==> config.mk <==
export PLATFORM = sky130hd
export DESIGN_NAME = irq_controller
export DESIGN_NICKNAME = d
export VERILOG_FILES = /design/src/rtl/irq_controller.sv
export SDC_FILE = /design/constraint.sdc
export NUM_CORES = 1
export LEC_CHECK = 0
export CAP_MARGIN = 5
export CORE_MARGIN = 5
export CORE_UTILIZATION = 48
export DETAILED_ROUTE_END_ITERATION = 6
export HOLD_SLACK_MARGIN = 0.08
export PLACE_DENSITY = 0.84
export SLEW_MARGIN = 20
export SYNTH_ARGS = -nofsm -noshare
export SYNTH_HDL_FRONTEND = slang
export SYNTH_SLANG_ARGS = --single-unit
export TNS_END_PERCENT = 100
==> constraint.sdc <==
create_clock -name clk -period 3.1 [get_ports clk]
set_clock_uncertainty 0.2 [all_clocks]
set_input_delay 0.62 -clock clk [delete_from_list [all_inputs] [get_ports clk]]
set_output_delay 0.62 -clock clk [all_outputs]
set_load 0.02 [all_outputs]
==> src/rtl/irq_controller.sv <==
// irq_controller: N-channel interrupt front-end for the FPGC CPU.
// Each line is synchronised, polarity-corrected and edge/level qualified
// into a pending latch. One prioritised request (lowest index wins) is
// presented to the CPU under a request/acknowledge handshake.
module irq_controller #(
  parameter int CHANNELS    = 8,
  parameter int SYNC_STAGES = 2,
  parameter int ID_WIDTH    = 3
) (
  input  logic                clk,
  input  logic                reset,
  input  logic [CHANNELS-1:0] irq_in,
  input  logic [CHANNELS-1:0] polarity,
  input  logic [CHANNELS-1:0] edge_mode,
  input  logic [CHANNELS-1:0] mask,
  input  logic [CHANNELS-1:0] clr,
  input  logic                ack,
  output logic                irq_out,
  output logic [ID_WIDTH-1:0] irq_id,
  output logic [CHANNELS-1:0] pending,
  output logic [CHANNELS-1:0] overflow
);

  localparam int WARM_W = $clog2(SYNC_STAGES + 1);
  localparam logic [WARM_W-1:0] WARM_MAX = WARM_W'(SYNC_STAGES);

  typedef enum logic {
    ST_IDLE = 1'b0,
    ST_REQ  = 1'b1
  } state_t;

  logic [CHANNELS-1:0] r_sync [0:SYNC_STAGES-1];
  logic [CHANNELS-1:0] r_prev_act;
  logic [WARM_W-1:0]   r_warm_cnt;
  logic                r_edge_arm;
  logic [CHANNELS-1:0] r_pending;
  logic [CHANNELS-1:0] r_overflow;
  state_t              r_state;
  logic [ID_WIDTH-1:0] r_irq_id;

  logic [CHANNELS-1:0] w_act;
  logic [CHANNELS-1:0] w_rise;
  logic                w_level_en;
  logic                w_edge_en;
  logic                w_ack_hit;
  logic [CHANNELS-1:0] w_set;
  logic [CHANNELS-1:0] w_clear;
  logic [CHANNELS-1:0] w_ovf_set;
  logic [CHANNELS-1:0] w_req;
  state_t              w_state_next;
  logic [ID_WIDTH-1:0] w_id_next;

  // Synchroniser chain: irq_in is asynchronous, so it crosses SYNC_STAGES flops.
  // NOTE: sequential state is written with <= so every flop samples the
  // pre-edge value of its neighbour; blocking '=' would collapse the chain.
  always_ff @(posedge clk) begin
    if (reset) begin
      // NOTE: this small register array is reset on purpose so the chain
      // restarts from a known value; large RAM-style arrays should not be.
      for (int s = 0; s < SYNC_STAGES; s++) r_sync[s] <= '0;
    end else begin
      r_sync[0] <= irq_in;
      for (int s = 1; s < SYNC_STAGES; s++) r_sync[s] <= r_sync[s-1];
    end
  end

  assign w_act  = r_sync[SYNC_STAGES-1] ^ polarity;
  assign w_rise = w_act & ~r_prev_act;

  // Previous active level for edge detection; tracks act even under reset.
  always_ff @(posedge clk) begin
    r_prev_act <= w_act;
  end

  // Warm-up counter: saturates once the sync chain holds real line samples.
  // Edge events are armed one cycle later, because the first "rise" after
  // release is the chain filling from its reset value, not a line transition.
  always_ff @(posedge clk) begin
    if (reset) begin
      r_warm_cnt <= '0;
      r_edge_arm <= 1'b0;
    end else begin
      if (r_warm_cnt != WARM_MAX) r_warm_cnt <= r_warm_cnt + 1'b1;
      r_edge_arm <= w_level_en;
    end
  end

  assign w_level_en = (r_warm_cnt == WARM_MAX);
  assign w_edge_en  = r_edge_arm;
  assign w_ack_hit  = (r_state == ST_REQ) && ack;

  // Per-channel set/clear/overflow terms; a set beats a clear in the same cycle.
  always_comb begin
    // NOTE: every combinational output gets a default first, so no path
    // leaves it unassigned and no latch is inferred.
    w_set   = '0;
    w_clear = '0;
    for (int i = 0; i < CHANNELS; i++) begin
      w_clear[i] = clr[i] | (w_ack_hit && (r_irq_id == ID_WIDTH'(i)));
      w_set[i]   = edge_mode[i] ? (w_edge_en & w_rise[i])
                                : (w_level_en & w_act[i]);
    end
    w_ovf_set = edge_mode & w_rise & r_pending & ~w_clear & {CHANNELS{w_edge_en}};
  end

  // Pending and overflow latches.
  always_ff @(posedge clk) begin
    if (reset) begin
      r_pending  <= '0;
      r_overflow <= '0;
    end else begin
      r_pending  <= w_set | (r_pending & ~w_clear);
      r_overflow <= w_ovf_set | (r_overflow & ~w_clear);
    end
  end

  // Request FSM state register and latched channel ID.
  always_ff @(posedge clk) begin
    if (reset) begin
      r_state  <= ST_IDLE;
      r_irq_id <= '0;
    end else begin
      r_state  <= w_state_next;
      r_irq_id <= w_id_next;
    end
  end

  // Next-state logic: pick the lowest unmasked pending channel in IDLE,
  // hold the request untouched in REQ until the CPU acknowledges.
  always_comb begin
    w_state_next = r_state;
    w_id_next    = r_irq_id;
    w_req        = r_pending & ~mask;
    case (r_state)
      ST_IDLE: begin
        if (|w_req) begin
          w_state_next = ST_REQ;
          for (int i = CHANNELS - 1; i >= 0; i--) begin
            if (w_req[i]) w_id_next = ID_WIDTH'(i);
          end
        end
      end
      ST_REQ: begin
        if (ack) w_state_next = ST_IDLE;
      end
      default: w_state_next = ST_IDLE;
    endcase
  end

  assign irq_out  = (r_state == ST_REQ);
  assign irq_id   = r_irq_id;
  assign pending  = r_pending;
  assign overflow = r_overflow;

endmodule

==> results.cfg <==
[status]
outcome = finished, final reports clean

[global_routing]
grt_remaining_overflow = 0
grt_util_all_layers_pct = 17.0
grt_max_degree = 19
first_global_vias = 1509
grt_first_pass_wirelength_um = 6740
antenna_violations_before_repair = 0

[run]
timing.max_cap.violations = 0

[sta]
fmax_mhz = 448
max_slew.worst_pin.slew_ps = 464
final-setup-viol-count = 0
setup-tns-final_ps = 0
relSlewSlack_pct = 69.1
slew_violations = 0
period_needed_ps = 2230
final_min_period_over_clock_period_pct = 72.1
rsz0062_at_grt = no
hold_viol = 0

[floorplanning]
die-width_um = 71.7
i_o_pin_total = 63
core-area_um2 = 3660
initial_utilization_pct = 49.9
std_cell_rows = 22
die-height_um = 71.7
floorplan.die_area_um2 = 5140

[clock_network]
clock_transition_at_the_registers_of_the_reported_paths_ps = 80
cts.path.max_buffers = 2
insertion_delay_ps = 300
clock_tree.root_cell = clkbuf_8
tritoncts.num_buffers = 5
cts_tree = yes
cts_sinks = 47
htree_levels = 2
post_cts_hold_buffer_count = 0
cts-resized-gates = 0
cts_post_setup_buffers_inserted = 0

[power_and_ir_drop]
cellPowerDensity_nw_per_um2 = 566
p_leak_uw = 0.000985
ir_drop_worst_case_vdd_v = 0.000438

[logic_synthesis]
synth_cell_types = 29
synth_seq_cells = 47
synth_common_cells = dfxtp_1 (47), nor2b_1 (32), nor2_1 (13)
ys_warn_count = 0
mapped_cells = 173
ys_async_sr_fraction_pct = 0
synth-main-ff-cell = dfxtp_1
fraction_of_post_synthesis_cell_area_in_the_top_cell_type_by_area_pct = 51.5
synth.cell_area_um2 = 1830
post_synth_main_area_contributors = dfxtp_1 (52%), nor2b_1 (11%), mux2_2 (4.9%)
syn-mean-instance-area_um2 = 10.6
yosysSeqAreaShare_pct = 51.5
mappedNetlistNets = 217
synth_top_cell_by_area = dfxtp_1
synth_edf_count = 0
synth_most_common_cell = dfxtp_1

[drt]
routed_via_density = 5.08
drt_drc_violations_left = 0
route.antenna.remaining_nets = 0
route.detailed.wl_per_inst_um = 14.1
routed-via-count = 1463
detail_route.first_pass.iterations = 4
routed_wirelength_um = 4050
drt_iter0_markers = 78

[critical_path]
crit_path_max_incr_delay_ps = 650
endpoint_kind = output pin
setup.worst_path.start_class = flip-flop
path_delay_family = buffers and inverters
crit_path_cell_trace = clkdlybuf4s50_1
crit_path_buf_inv_count = 1
critical-path-slowest-cell = clkdlybuf4s50_1
worst-endpoint-required_ps = 2280
critical_path_class = reg -> out
timing.critical_path.arrival_ps = 1410
critPathMaxFanout = 7

[cells_and_area]
drive_gt1_share_pct = 9.17
postLayoutCellArea_um2 = 2610
area_grow_syn2layout_pct = 42.7
final_net_count = 283
antennaDiodeCount = 0

[placed_design]
placed_cell_area_um2 = 2500
dpl_hpwl_um = 3200
io_buffers = 62
gp_congestion = 0.808

[min_path]
hp_class = reg -> reg
==> cells by family after synthesis <==
logic type      synth area share, %
fa+ha+maj                     0.685
buf+inv                        1.64
compound gates                 12.9
simple gates                   22.9
flops                          51.5
mux                            6.03
xor+xnor                       4.32
==> report_power, final <==
part / switching (uW) / internal [uW]
sequential: 51.5 / 664
clock: 194 / 203
combinational: 165 / 200
total: 410 / 1070
==> registers in the layout, indices dropped and copies added (netlist names) <==
signal / count
r_sync: 16
overflow: 8
pending: 8
r_prev_act: 8
irq_id: 3
r_warm_cnt: 2
irq_out: 1
r_edge_arm: 1
==> cell type report <==
| class | instances | area (um2) |
|---|---|---|
| fillers | 295 | 1050 |
| flip-flops and latches | 47 | 941 |
| multi-input cells | 118 | 856 |
| repair buffers | 64 | 636 |
| clock buffers | 7 | 96.3 |
| well taps | 48 | 60.1 |
| inverters | 3 | 11.3 |
| clock inverters | 1 | 7.51 |
==> through the flow <==
step	setup slack [ps]	total power (uW)	cells	util, %	hold slack, ps
global placement	742	1090	280	68.4	216
finish	866	1480	288	71.2	240
detailed placement	722	1100	280	68.4	226
CTS	867	1490	288	71.2	246
floorplan	1310	941	173	-	214
global route	810	1560	288	71.2	256
==> layer usage <==
layer	vias to the layer above	GRT usage (%)	wire (um)
met3	6	6.31	332
met1	677	18.9	1670
met2	41	29.4	1990
li1	739	-	-
met5	-	0	0
met4	0	6.26	60
==> layout by cell type, fill, tap and decap left out, types with 2 or more instances in the layout <==
cell type	count
a211oi_1	2
a21oi_1	7
a22oi_1	8
a31oi_1	2
a41oi_1	8
buf_4	2
clkbuf_8	7
clkdlybuf4s50_1	62
dfxtp_1	47
inv_1	3
mux2_2	8
mux2i_1	2
nand2b_1	5
nor2_1	13
nor2b_1	32
nor3b_1	8
o21ai_0	2
xor2_1	9
==> final timing paths <==
path | slack, ps | to | from | cells after the start
max | 870 | irq_id[0] | irq_id[0] | 1
min | 240 | r_sync[0][14] | r_sync[0][6] | 1
max reg2reg | 1430 | irq_id[1] | pending[5] | 4
min reg2reg | 240 | r_sync[0][14] | r_sync[0][6] | 1
Power figures use the tool's default switching activity.
